## config.mk

```make
export PLATFORM = sky130hd
export DESIGN_NAME = seg_scan_ndig_flat
export DESIGN_NICKNAME = d
export VERILOG_FILES = /design/src/rtl/seg_scan_ndig_if.sv /design/src/rtl/seg_scan_ndig.sv /design/src/flat_wrapper.sv
export SDC_FILE = /design/constraint.sdc
export NUM_CORES = 1
export LEC_CHECK = 0
export BUFFER_PORTS_ARGS = -buffer_cell sky130_fd_sc_hd__buf_4
export CORE_AREA = 2 2 90 92
export CTS_CLUSTER_DIAMETER = 100
export DETAILED_ROUTE_END_ITERATION = 7
export DIE_AREA = 0 0 92 94
export PLACE_DENSITY = 0.87
export SYNTH_ARGS = -nofsm -noshare
export SYNTH_HDL_FRONTEND = slang
export SYNTH_SLANG_ARGS = --single-unit
```

## constraint.sdc

```tcl
create_clock -name i_clk -period 3.1 [get_ports i_clk]
set_clock_uncertainty 0.05 [all_clocks]
set_input_delay 0.62 -clock i_clk [delete_from_list [all_inputs] [get_ports i_clk]]
set_output_delay 0.62 -clock i_clk [all_outputs]
set_load 0.02 [all_outputs]
```

## src/rtl/seg_scan_ndig_if.sv

```systemverilog
// Display-side bundle for seg_scan_ndig: load/control inputs plus frame pulse and pin outputs.
// The master drives data and control; the slave is the scanner itself.
interface seg_scan_ndig_if #(
  parameter int NUM_DIG = 6
);
  logic [4*NUM_DIG-1:0] i_data;
  logic [NUM_DIG-1:0]   i_dp;
  logic [NUM_DIG-1:0]   i_en;
  logic                 i_lzb;
  logic                 i_load;
  logic                 o_frame;
  logic [7:0]           SEG;
  logic [NUM_DIG-1:0]   DIG;

  modport master (
    output i_data, i_dp, i_en, i_lzb, i_load,
    input  o_frame, SEG, DIG
  );

  modport slave (
    input  i_data, i_dp, i_en, i_lzb, i_load,
    output o_frame, SEG, DIG
  );
endinterface

```

## src/rtl/seg_scan_ndig.sv

```systemverilog
// Time-multiplexed N-digit hex 7-segment scanner with anti-ghost blanking,
// leading-zero suppression, per-digit enables and frame-synchronous data update.
module seg_scan_ndig #(
  parameter int NUM_DIG     = 6,
  parameter int REFRESH_DIV = 50000,
  parameter int BLANK_CYC   = 16,
  parameter int SEG_ACT_LOW = 0,
  parameter int DIG_ACT_LOW = 0
) (
  input logic         i_clk,
  input logic         i_rst_n,
  seg_scan_ndig_if.slave bus
);
  localparam int PW = $clog2(REFRESH_DIV);
  localparam int IW = $clog2(NUM_DIG);
  localparam int DW = 4 * NUM_DIG;
  localparam logic [PW-1:0] PCNT_MAX = PW'(REFRESH_DIV - 1);
  localparam logic [IW-1:0] IDX_MAX  = IW'(NUM_DIG - 1);
  localparam logic [7:0] SEG_MASK = (SEG_ACT_LOW != 0) ? 8'hFF : 8'h00;
  localparam logic [NUM_DIG-1:0] DIG_MASK = (DIG_ACT_LOW != 0) ? {NUM_DIG{1'b1}} : {NUM_DIG{1'b0}};

  function automatic logic [6:0] hex_to_seg(input logic [3:0] nib);
    logic [6:0] seg;
    case (nib)
      4'h0: seg = 7'h3F;
      4'h1: seg = 7'h06;
      4'h2: seg = 7'h5B;
      4'h3: seg = 7'h4F;
      4'h4: seg = 7'h66;
      4'h5: seg = 7'h6D;
      4'h6: seg = 7'h7D;
      4'h7: seg = 7'h07;
      4'h8: seg = 7'h7F;
      4'h9: seg = 7'h6F;
      4'hA: seg = 7'h77;
      4'hB: seg = 7'h7C;
      4'hC: seg = 7'h39;
      4'hD: seg = 7'h5E;
      4'hE: seg = 7'h79;
      4'hF: seg = 7'h71;
      default: seg = 7'h00;
    endcase
    return seg;
  endfunction

  logic [PW-1:0]      pcnt_r;
  logic [IW-1:0]      idx_r;
  logic [DW-1:0]      pend_data_r;
  logic [NUM_DIG-1:0] pend_dp_r;
  logic               pend_valid_r;
  logic [DW-1:0]      act_data_r;
  logic [NUM_DIG-1:0] act_dp_r;
  logic               frame_r;
  logic [7:0]         seg_r;
  logic [NUM_DIG-1:0] dig_r;

  logic               slot_end_s;
  logic               wrap_s;
  logic [3:0]         nib_s [NUM_DIG];
  logic [NUM_DIG-1:0] lz_s;
  logic               blank_s;
  logic [7:0]         seg_nxt_s;
  logic [NUM_DIG-1:0] dig_nxt_s;

  assign slot_end_s = (pcnt_r == PCNT_MAX);
  assign wrap_s     = slot_end_s && (idx_r == IDX_MAX);

  // Slot prescaler, digit index and frame pulse
  always_ff @(posedge i_clk or negedge i_rst_n) begin
    if (!i_rst_n) begin
      pcnt_r  <= '0;
      idx_r   <= '0;
      frame_r <= 1'b0;
    end else begin
      frame_r <= wrap_s;
      if (slot_end_s) begin
        pcnt_r <= '0;
        idx_r  <= (idx_r == IDX_MAX) ? IW'(0) : idx_r + IW'(1);
      end else begin
        pcnt_r <= pcnt_r + PW'(1);
      end
    end
  end

  // Pending capture and tear-free promotion to the displayed copy at frame wrap
  always_ff @(posedge i_clk or negedge i_rst_n) begin
    if (!i_rst_n) begin
      pend_data_r  <= '0;
      pend_dp_r    <= '0;
      pend_valid_r <= 1'b0;
      act_data_r   <= '0;
      act_dp_r     <= '0;
    end else begin
      if (bus.i_load) begin
        pend_data_r <= bus.i_data;
        pend_dp_r   <= bus.i_dp;
      end
      if (wrap_s) begin
        pend_valid_r <= 1'b0;
        if (bus.i_load) begin
          act_data_r <= bus.i_data;
          act_dp_r   <= bus.i_dp;
        end else if (pend_valid_r) begin
          act_data_r <= pend_data_r;
          act_dp_r   <= pend_dp_r;
        end
      end else if (bus.i_load) begin
        pend_valid_r <= 1'b1;
      end
    end
  end

  // lz_s[k]: nibbles k..top are all zero, scanned from the most significant digit down
  always_comb begin
    logic run;
    run  = 1'b1;
    lz_s = '0;
    for (int k = NUM_DIG - 1; k >= 0; k--) begin
      nib_s[k] = act_data_r[4*k +: 4];
      run      = run & (nib_s[k] == 4'h0);
      lz_s[k]  = run;
    end
  end

  // Logical segment/digit selection for the current slot position
  always_comb begin
    seg_nxt_s = 8'h00;
    dig_nxt_s = '0;
    blank_s   = bus.i_lzb && (idx_r != IW'(0)) && lz_s[idx_r];
    if (int'(pcnt_r) < BLANK_CYC) begin
      seg_nxt_s = 8'h00;
      dig_nxt_s = '0;
    end else if (!bus.i_en[idx_r]) begin
      seg_nxt_s = 8'h00;
      dig_nxt_s = '0;
    end else begin
      dig_nxt_s    = {{(NUM_DIG-1){1'b0}}, 1'b1} << idx_r;
      seg_nxt_s[7] = act_dp_r[idx_r];
      if (blank_s) begin
        seg_nxt_s[6:0] = 7'h00;
      end else begin
        seg_nxt_s[6:0] = hex_to_seg(nib_s[idx_r]);
      end
    end
  end

  // Pin registers carry the polarity-adjusted value so reset lands on the inactive level
  always_ff @(posedge i_clk or negedge i_rst_n) begin
    if (!i_rst_n) begin
      seg_r <= SEG_MASK;
      dig_r <= DIG_MASK;
    end else begin
      seg_r <= seg_nxt_s ^ SEG_MASK;
      dig_r <= dig_nxt_s ^ DIG_MASK;
    end
  end

  assign bus.SEG     = seg_r;
  assign bus.DIG     = dig_r;
  assign bus.o_frame = frame_r;
endmodule

```

## src/flat_wrapper.sv

```systemverilog
// flat-port wrapper written by rule: the top's interface ports become plain ports
module seg_scan_ndig_flat 
#(
  parameter int NUM_DIG     = 6,
  parameter int REFRESH_DIV = 50000,
  parameter int BLANK_CYC   = 16,
  parameter int SEG_ACT_LOW = 0,
  parameter int DIG_ACT_LOW = 0
)
  (i_clk, i_rst_n, bus_i_data, bus_i_dp, bus_i_en, bus_i_lzb, bus_i_load, bus_o_frame, bus_SEG, bus_DIG);
  seg_scan_ndig_if #(.NUM_DIG(NUM_DIG)) bus_i ();
  input logic i_clk;
  input logic i_rst_n;
  input wire logic [$bits(bus_i.i_data)-1:0] bus_i_data;
  input wire logic [$bits(bus_i.i_dp)-1:0] bus_i_dp;
  input wire logic [$bits(bus_i.i_en)-1:0] bus_i_en;
  input wire logic [$bits(bus_i.i_lzb)-1:0] bus_i_lzb;
  input wire logic [$bits(bus_i.i_load)-1:0] bus_i_load;
  output wire logic [$bits(bus_i.o_frame)-1:0] bus_o_frame;
  output wire logic [$bits(bus_i.SEG)-1:0] bus_SEG;
  output wire logic [$bits(bus_i.DIG)-1:0] bus_DIG;
  assign bus_i.i_data = bus_i_data;
  assign bus_i.i_dp = bus_i_dp;
  assign bus_i.i_en = bus_i_en;
  assign bus_i.i_lzb = bus_i_lzb;
  assign bus_i.i_load = bus_i_load;
  assign bus_o_frame = bus_i.o_frame;
  assign bus_SEG = bus_i.SEG;
  assign bus_DIG = bus_i.DIG;
  seg_scan_ndig #(.NUM_DIG(NUM_DIG), .REFRESH_DIV(REFRESH_DIV), .BLANK_CYC(BLANK_CYC), .SEG_ACT_LOW(SEG_ACT_LOW), .DIG_ACT_LOW(DIG_ACT_LOW)) u_core (.i_clk(i_clk), .i_rst_n(i_rst_n), .bus(bus_i));
endmodule
```

==> key figures, run 1 <==
Run status
  – Status: finished, final reports clean

Clocking
  – Cts repair resizes: 0
  – CTS sink cnt: between 90 and 100
  – Post-CTS setup buffers: 0
  – Worst-path clk slew: ~80 ps
  – Clock latency on the worst-skew pair: 360 ps
  – CTS H-tree depth: 3
  – Clk buf depth: 2
  – CTS tree: built
  – CTS Buf Count: 9
  – Root buf cell: clkbuf_8
  – CTS hold repair buffers: 0

Placed design
  – # port buffers: between 50 and 60
  – Area post-placement: just under 5000 µm²
  – Setup WS pre-CTS: slightly below 500 ps
  – Hpwl dp: roughly 5.5 mm
  – GPL Wtd Cong: 0.853
  – Cells after DPL: ~490

Finish
  – Non-Filler Instances: around 500
  – Commonest non-fill, non-tap cell in the layout: dfrtp_1
  – Final cell utilization of the core: 0.663
  – Antenna cells: 0
  – Register Area: 2380 µm²
  – Commonest non-fill, non-tap cells in the layout: 95 x dfrtp_1, 57 x buf_4, 31 x mux2_2, 30 x mux2_4, 28 x nor2_1
  – Fin area: just over 5000 µm²
  – P&R area growth vs syn: 15.8%
  – Layout Nets: 443
  – Layout cells sized above 1: 0.348
  – FILL cells: 558
  – Area of the multi-input gates: 1860 µm²

Run
  – Max_cap viols: 0

Route
  – Initial DRC count: approximately 230
  – Vias per inst: approximately 5.4
  – Wire length per cell: approximately 16 µm
  – Antenna-violating nets left: 0
  – DRC viols: 0
  – Drt first pass iters: 4
  – Final wirelength: around 8.0 mm
  – Via Count: about 2,700

Yosys
  – Synth Cell Area: ~4400 µm²
  – Yosys reg bits: 95
  – Prevailing post-synth register cell: dfrtp_1
  – YS warnings: 0
  – Post-Syn Instances: roughly 340
  – Synth unique cells: 46
  – Post-synth ARST share: 1.00
  – Synth Net Count: ~390
  – Avg Inst Size Synth: around 13 µm²
  – Register area share after synthesis: 0.546
  – Post-synth EDFFs: 0

GRT
  – Global-route usage over all layers: 0.204
  – Number of antenna violations at the first check in global routing: 0
  – Total gr overflow: 0
  – Number of global-route vias before repair: 2,815
  – Largest net degree at the start of global routing: 96
  – First-pass GRT wire length: between 10 and 15 mm

Worst setup path
  – CP Max Fanout: 15
  – Worst R2R End: u_core.bus.SEG[5]
  – Beginning of the worst register-to-register path: u_core.idx_r[1]
  – WP data arrival: around 2800 ps
  – CP startpoint kind: flip-flop
  – Critical Path RT: 3290 ps
  – Setup crit end kind: flip-flop
  – Worst Reg2Reg Path Length in Cells: 9
  – R2R setup slack: around 460 ps
  – Type of the worst setup path: reg -> reg

STA
  – Fmax achieved: about 380 MHz
  – Setup tns final: 0 ps
  – Fin crit share: 0.853
  – Worst hold slack: around 240 ps
  – Worst slew margin: 0.569
  – Worst setup margin: between 400 and 500 ps
  – Slew @ Worst Pin: between 600 and 700 ps
  – Final setup vio count: 0
  – RSZ-0062 raised after global routing: no
  – Slew Limit Fails: 0
  – Final Hold Fails: 0
  – Fin crit period: 2640 ps

Power
  – Max VDD drop: 0.339 mV
  – Total power: 2.25 mW
  – P_leak: 2.41 nW
  – PD cells: 447 nW/µm²

Floorplan
  – Die H: roughly 94 µm
  – Row cnt: 32
  – Initial Util: 0.572
  – Chip Width: ~92 µm
  – Die Area: about 8600 µm²
  – Core Area: 7610 µm²
  – Ports: 55

Worst hold path
  – Hold Crit Class: in -> async
-- worst max-delay path by stage --
stage                    startpoint           endpoint  cells past startpoint
floorplan           u_core.idx_r[0]  u_core.bus.SEG[5]                     10
global placement    u_core.idx_r[1]  u_core.bus.SEG[5]                      9
detailed placement  u_core.idx_r[1]  u_core.bus.SEG[5]                      9
CTS                 u_core.idx_r[1]  u_core.bus.SEG[5]                      9
global route        u_core.idx_r[1]  u_core.bus.SEG[5]                      9
finish              u_core.idx_r[1]  u_core.bus.SEG[5]                      9
-- logic make-up (layout without fill, tap and decap cells) --
group                      Yosys count  in the layout  synth area share
xor gates and xnor gates            16             16            0.0322
muxes                               73             73             0.218
DFF                                 95             95             0.546
and+or+nand+nor                     94             94             0.109
adders and majority gates            7              7            0.0201
AOI/OAI and AO/OA                   34             34            0.0486
buffers and inverters               23             81            0.0261
-- layout make-up --
class | instances | area share
sequential | 95 | 0.471
multi-input combinational | 224 | 0.369
timing repair buffer | 58 | 0.0888
clock buffer | 12 | 0.0308
tap | 102 | 0.0253
clock inverter | 3 | 0.00843
inverter | 8 | 0.00595
-- routing by layer --
| metal | track usage | vias to the layer above | wire [µm] |
|---|---|---|---|
| li1 | - | 1313 | - |
| met1 | 0.279 | 1339 | 3700 |
| met2 | 0.314 | 63 | 3820 |
| met3 | 0.0433 | 12 | 344 |
| met4 | 0.0945 | 0 | 163 |
| met5 | 0 | - | 0 |
-- cell usage after synthesis, drive strengths merged (5+ instances only) --
master	n	area, µm²
nor2	28	105
nand3	11	55.1
buf	11	68.8
dfrtp	95	2380
a21oi	11	55.1
o21ai	8	40.0
nand2	16	60.1
nor4	9	62.6
xnor2	7	61.3
mux2i	8	80.1
ha	7	87.6
mux2	63	822
nand2b	5	31.3
nor3	6	30.0
inv	7	26.3
xor2	9	78.8
-- report_power, final --
part | internal (mW) | total, mW | switching (mW) | leakage, nW
combinational | 0.0805 | 0.154 | 0.0732 | 1.08
clock | 0.411 | 0.809 | 0.398 | 0.0985
sequential | 1.28 | 1.29 | 0.0106 | 1.22
total | 1.77 | 2.25 | 0.482 | 2.41
-- critical path, cell delays in order, from the launching register on --
cell      delay (ps)
dfrtp_1          560
buf_4            290
nor2_1           180
a21oi_1           70
o21ai_1          370
inv_1            150
ha_1             230
or3_1            380
a21oi_1          170
a211oi_1          70
-- flip-flops by register name, summed over array words and instances (netlist names) --
name                 flops
u_core.bus.DIG           6
u_core.bus.o_frame       1
u_core.act_dp_r          6
u_core.act_data_r       24
u_core.bus.SEG           8
u_core.pend_valid_r      1
u_core.idx_r             3
u_core.pcnt_r           16
u_core.pend_dp_r         6
u_core.pend_data_r      24
(Power assumes the default switching activity.)
==> run 2: changes to the inputs <==
--- a/config.mk
+++ b/config.mk
@@ -5,12 +5,13 @@
 export SDC_FILE = /design/constraint.sdc
 export NUM_CORES = 1
 export LEC_CHECK = 0
-export BUFFER_PORTS_ARGS = -buffer_cell sky130_fd_sc_hd__buf_4
+export BUFFER_PORTS_ARGS = -buffer_cell sky130_fd_sc_hd__buf_2
 export CORE_AREA = 2 2 90 92
 export CTS_CLUSTER_DIAMETER = 100
 export DETAILED_ROUTE_END_ITERATION = 7
 export DIE_AREA = 0 0 92 94
 export PLACE_DENSITY = 0.87
+export REMOVE_ABC_BUFFERS = 1
 export SYNTH_ARGS = -nofsm -noshare
 export SYNTH_HDL_FRONTEND = slang
 export SYNTH_SLANG_ARGS = --single-unit
==> key figures, run 2 (same netlist as run 1, synthesis figures left out) <==
STA
  – Fin crit share: 0.830 (-0.0228)
  – Fin crit period: 2570 ps (-70.7 ps)
  – Fmax achieved: 389 MHz (+2.7%)
  – Final Hold Fails: 0 (unchanged)
  – Setup tns final: 0 ps (unchanged)
  – Worst slew margin: 0.562 (-0.00724)
  – Slew @ Worst Pin: 658 ps (+10.9 ps)
  – Final setup vio count: 0 (unchanged)
  – Slew Limit Fails: 0 (unchanged)
  – Worst hold slack: 117 ps (-124 ps)
  – Worst setup margin: 526 ps (+70.7 ps)
  – RSZ-0062 raised after global routing: no

Power
  – P_sw: 522 µW (+8.3%)
  – Gate power share: 0.063 (-0.005)
  – Internal power: 1.67 mW (-6.0%)
  – Total power: 2.19 mW (-2.9%)
  – Flop pwr share: 0.591 (+0.018)
  – Switch share: 0.238 (+0.0247)
  – Clock share of power: 0.346 (-0.013)
  – Max VDD drop: 0.298 mV (-12%)
  – P_leak: 2.36 nW (-1.9%)
  – PD cells: 446 nW/µm² (-0.13%)

GRT
  – First-pass GRT wire length: 14.2 mm (+4.8%)
  – Global-route usage over all layers: 0.211 (+0.00725)
  – Total gr overflow: 0 (unchanged)
  – Number of antenna violations at the first check in global routing: 0 (unchanged)
  – Largest net degree at the start of global routing: 65 (-32%)
  – Number of global-route vias before repair: 2,915 (+3.6%)

Placed design
  – GPL Wtd Cong: 0.945 (+11%)
  – Cells after DPL: 488 (+0.21%)
  – Hpwl dp: 5.94 mm (+7.3%)
  – Setup WS pre-CTS: 590 ps (+97.0 ps)
  – # port buffers: 54 (unchanged)
  – Area post-placement: 4720 µm² (-2.6%)

Route
  – Drt first pass iters: 4 (unchanged)
  – Final wirelength: 8.27 mm (+3.1%)
  – DRC viols: 0 (unchanged)
  – Wire length per cell: 16.4 µm (+2.7%)
  – Initial DRC count: 141 (-37%)
  – Via Count: 2,765 (+1.4%)
  – Antenna-violating nets left: 0 (unchanged)
  – Vias per inst: 5.49 (+0.99%)

Clocking
  – Worst-path clk slew: 90 ps (about the same)
  – Clock latency on the worst-skew pair: 360 ps (about the same)
  – CTS Buf Count: 9 (unchanged)
  – Root buf cell: clkbuf_8
  – Clk buf depth: 2 (unchanged)
  – CTS hold repair buffers: 0 (unchanged)
  – CTS sink cnt: 95 (unchanged)
  – CTS tree: built
  – Cts repair resizes: 0 (unchanged)
  – Post-CTS setup buffers: 0 (unchanged)
  – CTS H-tree depth: 3 (unchanged)

Floorplan
  – Initial Util: 0.572 (unchanged)
  – Ports: 55 (unchanged)
  – Core Area: 7610 µm² (unchanged)
  – Chip Width: 92 µm (unchanged)
  – Die H: 94 µm (unchanged)
  – Row cnt: 32 (unchanged)
  – Die Area: 8650 µm² (unchanged)

Worst setup path
  – Slowest library cell on the worst path: dfrtp_1
  – Setup crit end kind: flip-flop
  – Worst-path cell chain: buf_4 -> a21oi_1 -> o21ai_1 -> inv_1 -> ha_1 -> or3_1 -> a21oi_1 -> a211oi_1
  – Most numerous cell on the critical path: a21oi_1
  – CP max stage delay: 630 ps (+70 ps)
  – Critical Path RT: 3290 ps (about the same)
  – Type of the worst setup path: reg -> reg
  – WP data arrival: 2760 ps (-70 ps)
  – CP startpoint kind: flip-flop
  – CP Max Fanout: 16 (+1)
  – Crit path max-delay family: compound AO/OA/AOI/OAI gates
  – CP Buf/Inv Count: 2 (unchanged)

Finish
  – Non-Filler Instances: 504 (+0.40%)
  – Layout cells sized above 1: 0.351 (+0.00325)
  – Commonest non-fill, non-tap cell in the layout: dfrtp_1
  – FILL cells: 564 (+1.1%)
  – Antenna cells: 0 (unchanged)
  – P&R area growth vs syn: 12.6%
  – Fin area: 4900 µm² (-2.8%)
  – Largest regs: u_core.act_data_r: 24 flops, u_core.pend_data_r: 24 flops, u_core.pcnt_r: 16 flops
  – Final cell utilization of the core: 0.645 (-0.0184)
  – Register Area: 2380 µm² (unchanged)
  – Commonest non-fill, non-tap cells in the layout: 95 x dfrtp_1, 53 x buf_2, 31 x mux2_2, 30 x mux2_4, 28 x nor2_1
  – Layout Nets: 444 (+0.23%)
  – Area of the multi-input gates: 1860 µm² (unchanged)

Worst hold path
  – Hold Crit Class: in -> async

Run
  – Max_cap viols: 0 (unchanged)

Run status
  – Status: finished, final reports clean
## run 2: power groups by stage
stage | Clock, mW | Combinational [mW] | Sequential (mW)
after floorplan | 0 | 0.0585 | 1.32
after global placement | 0 | 0.137 | 1.31
after detailed placement | 0 | 0.142 | 1.32
after CTS | 0.774 | 0.143 | 1.29
after global routing | 0.818 | 0.156 | 1.30
final | 0.757 | 0.139 | 1.29
## run 2: final timing paths
path                                  startpoint                     end  slack (ps)  cells past startpoint
worst max-delay path             u_core.idx_r[1]       u_core.bus.SEG[5]         530                      8
worst min register to register  u_core.pcnt_r[0]        u_core.pcnt_r[0]         410                      1
worst max register to register   u_core.idx_r[1]       u_core.bus.SEG[5]         530                      8
max in group asynchronous                i_rst_n       u_core.pcnt_r[13]        2220                      2
min in group i_clk              u_core.pcnt_r[0]        u_core.pcnt_r[0]         410                      1
worst min-delay path                     i_rst_n  u_core.pend_data_r[14]         120                      1
## run 2: cell type report
cell class,instances,area share
Multi-Input combinational cell,224,0.380
Timing Repair Buffer,59,0.0658
Clock buffer,11,0.0288
Clock inverter,5,0.00842
Sequential cell,95,0.485
Tap cell,102,0.0260
Inverter,8,0.00612
## run 2: layer usage
| layer | global-route usage | up-vias | wire length [µm] |
|---|---|---|---|
| li1 | - | 1315 | - |
| met1 | 0.273 | 1344 | 3700 |
| met2 | 0.353 | 90 | 4010 |
| met3 | 0.0530 | 16 | 416 |
| met4 | 0.0647 | 0 | 140 |
| met5 | 0 | - | 0 |
